==> src/rtl/elevador_entrada_cond.sv <==
// Input conditioning for the two-floor elevator controller: synchronises and
// debounces buttons and limit switches, latches mutually exclusive call requests.
module elevador_entrada_cond #(
  parameter int DEB_CYCLES = 16,
  parameter int CNT_W      = 16
) (
  input  logic clk,
  input  logic rst,
  input  logic btn_a_raw,
  input  logic btn_b_raw,
  input  logic sw_a_raw,
  input  logic sw_b_raw,
  output logic pa,
  output logic pb,
  output logic swa,
  output logic swb,
  output logic sw_conflict
);

  localparam logic [CNT_W-1:0] CNT_LAST = CNT_W'(DEB_CYCLES - 1);

  // Channel order: 0 = btn_a, 1 = btn_b, 2 = sw_a, 3 = sw_b.
  logic [3:0] raw;
  logic [3:0] deb;

  assign raw = {sw_b_raw, sw_a_raw, btn_b_raw, btn_a_raw};

  for (genvar gi = 0; gi < 4; gi++) begin : g_ch
    logic             s1_q, s1_d;
    logic             s2_q, s2_d;
    logic             deb_q, deb_d;
    logic [CNT_W-1:0] cnt_q, cnt_d;

    // The count only runs while the synchronised level disagrees with deb,
    // so any bounce back to deb restarts the stability window.
    always_comb begin
      s1_d  = raw[gi];
      s2_d  = s1_q;
      deb_d = deb_q;
      cnt_d = cnt_q;
      if (s2_q == deb_q) begin
        cnt_d = '0;
      end else if (cnt_q == CNT_LAST) begin
        deb_d = s2_q;
        cnt_d = '0;
      end else begin
        cnt_d = cnt_q + CNT_W'(1);
      end
    end

    always_ff @(posedge clk) begin
      if (rst) begin
        s1_q  <= 1'b0;
        s2_q  <= 1'b0;
        deb_q <= 1'b0;
        cnt_q <= '0;
      end else begin
        s1_q  <= s1_d;
        s2_q  <= s2_d;
        deb_q <= deb_d;
        cnt_q <= cnt_d;
      end
    end

    assign deb[gi] = deb_q;
  end

  logic [1:0] edge_q, edge_d;
  logic [1:0] press;
  logic       req_a_q, req_a_d;
  logic       req_b_q, req_b_d;
  logic       conflict_q, conflict_d;
  logic       set_a, set_b;

  // A request is taken only when the other is idle; A wins a same-cycle tie.
  always_comb begin
    press      = deb[1:0] & ~edge_q;
    edge_d     = deb[1:0];
    conflict_d = deb[2] & deb[3];
    set_a      = press[0] & ~req_b_q & ~deb[2] & ~conflict_q;
    set_b      = press[1] & ~req_a_q & ~deb[3] & ~conflict_q & ~set_a;
    req_a_d    = req_a_q;
    req_b_d    = req_b_q;
    if (deb[2] | conflict_q) begin
      req_a_d = 1'b0;
    end else if (set_a) begin
      req_a_d = 1'b1;
    end
    if (deb[3] | conflict_q) begin
      req_b_d = 1'b0;
    end else if (set_b) begin
      req_b_d = 1'b1;
    end
  end

  always_ff @(posedge clk) begin
    if (rst) begin
      edge_q     <= 2'b00;
      req_a_q    <= 1'b0;
      req_b_q    <= 1'b0;
      conflict_q <= 1'b0;
    end else begin
      edge_q     <= edge_d;
      req_a_q    <= req_a_d;
      req_b_q    <= req_b_d;
      conflict_q <= conflict_d;
    end
  end

  assign pa          = req_a_q;
  assign pb          = req_b_q;
  assign swa         = deb[2];
  assign swb         = deb[3];
  assign sw_conflict = conflict_q;

endmodule

==> config.mk <==
export PLATFORM = sky130hd
export DESIGN_NAME = elevador_entrada_cond
export DESIGN_NICKNAME = d
export VERILOG_FILES = /design/src/rtl/elevador_entrada_cond.sv
export SDC_FILE = /design/constraint.sdc
export NUM_CORES = 1
export LEC_CHECK = 0
export ABC_AREA = 0
export BUFFER_PORTS_ARGS = -buffer_cell sky130_fd_sc_hd__buf_2
export CAP_MARGIN = 5
export CORE_MARGIN = 1
export CORE_UTILIZATION = 45
export DETAILED_ROUTE_END_ITERATION = 16
export PLACE_DENSITY = 0.62
export RECOVER_POWER = 100
export SYNTH_ARGS = -nofsm -noshare
export SYNTH_HDL_FRONTEND = slang
export SYNTH_SLANG_ARGS = --single-unit
==> constraint.sdc <==
create_clock -name clk -period 1.65 [get_ports clk]
set_clock_uncertainty 0.2 [all_clocks]
set_input_delay 0.165 -clock clk [delete_from_list [all_inputs] [get_ports clk]]
set_output_delay 0.165 -clock clk [all_outputs]
set_load 0.02 [all_outputs]
==> reports/qor.yml <==
outcome:
  outcome: "complete, no violations"
cts:
  cts_tree: "built"
  clk_pin_slew_ps: 70
  cts_root_buf: "clkbuf_8"
  clock_sinks: 81
  cts_made_buffers: 9
  htree_num_levels: 3
  clk_path_buf_depth: 2
  clock_latency_ps: 340
place:
  place_area_um2: 3654
  portBuffers: 10
  placed_cells: 489
  place.gp.congestion: 0.8006
  dp.final_hpwl_um: 4109
floorplan:
  dieArea_um2: 7735
  die_x_um: 87.95
  initial_core_util: 0.4762
  rows: 30
  coreArea_um2: 6982
  num_io_pins: 11
  die_h_um: 87.95
yosys:
  yosysWarnings: 0
  syn_inst: 368
  synth_area_per_cell_um2: 9.034
  syn_nets: 378
  ys_ff_latch: 81
  netlist_area_um2: 3324
  ys_seq_area_frac: 0.4878
  ys_types: 28
pwr:
  max-vdd-ir-drop_uv: 609.5
  powerDensity_nw_per_um2: 838.2
  leakage_nw: 1.274
  finalPower_w: 0.003442
finish:
  design_area_um2: 4106
  instances_no_fill: 517
  nets: 426
  drive_gt1_frac: 0.2090
  n_antenna_cell: 0
  syn_to_final_growth_pct: 23.52
routing:
  vias_per_cell: 5.132
  drt-total-wl_um: 6294
  dr.pass1.iters: 4
  postRouteAntennaNets: 0
  vias: 2653
  drc: 0
  drt_iter0_drc: 83
  wire_per_inst_um: 12.17
sta:
  slew_viol_final: 0
  fin_crit_sh: 0.9748
  hold_viol: 0
  setup_viol: 0
  slew_headroom: 0.7363
  fmax_ghz: 0.6218
  min_period_ps: 1608
  worstMarginPinSlew_ps: 395.6
  rsz0062_at_grt: "true"
  whs_ps: 239.9
flow_run:
  timing.max_cap.violations: 0
setup_path:
  rr_endpoint: "g_ch[1].cnt_q[14]$_SDFF_PP0_"
  critPathMaxFanout: 3
  endpoint_kind: "register"
  crit_slowest_cell: "nor4_2"
  path_depth: 5
  cp_top_family: "simple AND/OR/NAND/NOR gates"
  r2r_cells: 5
  critPathCapture: "g_ch[1].cnt_q[14]$_SDFF_PP0_"
  start_kind: "register"
  worstPathRequired_ps: 1680
  arrival_ps: 1640
  critPathKind: "reg2reg"
  regToRegStartpoint: "g_ch[1].cnt_q[0]$_SDFF_PP0_"
  critical-path-max-stage-delay_ps: 390
  r2r_setup_slack_ps: 40
  worstSetupStartpoint: "g_ch[1].cnt_q[0]$_SDFF_PP0_"
  worstPathCellList: "ha_2, nand4_1, nor4_2, xnor2_1, nor2_1"
  worst-path-buf-inv: 0
global_route:
  track_usage: 0.1670
  grt_first_pass_wirelength_um: 10120
  antenna_found_initial: 0
  global_route.overflow_total: 0
  grt_start_max_net_pins: 17
  grt_pass1_vias: 2325
worst_hold_path:
  hp-class: "reg2reg"
## sequential cells by signal, summed over array words and instances (netlist names)
register / flops
g_ch.s1_q: 4
g_ch.deb_q: 2
swa: 1
edge_q: 2
sw_conflict: 1
g_ch.cnt_q: 64
pa: 1
g_ch.s2_q: 4
swb: 1
pb: 1
## worst reg2reg max path, delay by kind of cell (launching register included)
family / cells / cell delay [ps]
xor gates and xnor gates: 1 / 160
adders and majority gates: 1 / 200
and+or+nand+nor: 3 / 620
DFF: 1 / 340
## per-layer routing
| layer | track usage | vias to the layer above | routed length (um) | share of wire |
|---|---|---|---|---|
| met2 | 0.2593 | 29 | 2923 | 0.46 |
| met1 | 0.2190 | 1244 | 3136 | 0.50 |
| met4 | 0.08495 | 0 | 83 | 0.013 |
| met5 | 0 | - | 0 | 0 |
| li1 | - | 1371 | - | - |
| met3 | 0.03582 | 9 | 150 | 0.024 |
## cell type report
class                           count  area [um^2]
Clock buffer                       10        137.6
Clock inverter                      6        57.56
Fill cell                         635         2875
Inverter                           12        45.04
Multi-Input combinational cell    269         1800
Sequential cell                    81         1644
Tap cell                           96        120.1
Timing Repair Buffer               43        301.5
## report_power, final
part           total (W)  switching [W]  internal (W)
clock network    0.00142       0.000685      0.000730
logic          0.0000596      0.0000304     0.0000292
registers        0.00197     0.00000673       0.00196
## cell usage in the layout, fill, tap and decap left out, drive strengths merged, types with 2 or more instances in the layout
master	instances
dfxtp	81
nor2	70
xnor2	47
buf	28
nor4	28
nand4	20
nor3	20
clkbuf	20
nand3	19
nand2	17
inv	12
xor2	11
nor2b	10
and3	7
dlygate4sd3	5
mux2i	4
clkinv	4
ha	4
a21oi	3
and4	2
## logic make-up (layout without fill, tap and decap cells)
logic type	Yosys count	in the layout	share of synthesized area
xor+xnor	58	58	0.1528
mux	4	4	0.01204
simple gates	197	197	0.3000
buf+inv	18	71	0.02108
fa+ha+maj	4	4	0.01506
compound gates	6	6	0.01129
flops	81	81	0.4878
## worst min path at each step
stage,startpoint,end,depth (start not counted)
2_1_floorplan,rst,edge_q[0]$_SDFF_PP0_,1
3_3_place_gp,btn_b_raw,g_ch[1].s1_q$_SDFF_PP0_,2
3_5_place_dp,sw_b_raw,g_ch[3].s1_q$_SDFF_PP0_,2
4_1_cts,g_ch[1].s1_q$_SDFF_PP0_,g_ch[1].s2_q$_SDFF_PP0_,1
5_1_grt,g_ch[1].s1_q$_SDFF_PP0_,g_ch[1].s2_q$_SDFF_PP0_,1
6_report,g_ch[1].s1_q$_SDFF_PP0_,g_ch[1].s2_q$_SDFF_PP0_,1
## stage by stage
| stage | utilization | worst slack [ps] | setup TNS [ps] |
|---|---|---|---|
| floorplan | - | 0.9195 | 0 |
| global placement | 0.5233 | 18.42 | 0 |
| detailed placement | 0.5233 | 6.593 | 0 |
| CTS | 0.5588 | -11.81 | -22.47 |
| global route | 0.5882 | -45.16 | -314.6 |
| finish | 0.5882 | 41.66 | 0 |
## Yosys cell counts
master    instances  area share
dfxtp_1          81        0.49
nor2_1           70       0.079
xnor2_1          47        0.12
nor4_1           28       0.053
nor3_1           20       0.030
nand4_1          19       0.036
nand3_1          18       0.027
nand2_1          17       0.019
inv_1            12       0.014
xor2_1           11       0.029
nor2b_1          10       0.019
and3_1            7       0.013
ha_1              4       0.015
mux2i_1           4       0.012
a21oi_1           3      0.0045
and4_1            2      0.0053
buf_1             2      0.0023
buf_2             2      0.0030
clkbuf_1          2      0.0023
a31o_2            1      0.0026
a31oi_1           1      0.0019
nand3_4           1      0.0053
nand4_2           1      0.0038
nand4b_1          1      0.0026
nor3b_1           1      0.0023
o31ai_1           1      0.0023
or2_4             1      0.0026
or4_1             1      0.0023
## what timing repair did
| action | CTS | global route |
|---|---|---|
| endpoints found under the hold margin | 10 | 0 |
| pin swaps | 0 | 16 |
| hold buffers | 5 | 0 |
| endpoints found under the setup margin | 3 | 59 |
| resized for setup | 2 | 42 |
| gates cloned | 0 | 0 |
| buffers inserted | 0 | 7 |
No activity file was read; power rests on OpenSTA's default activity.
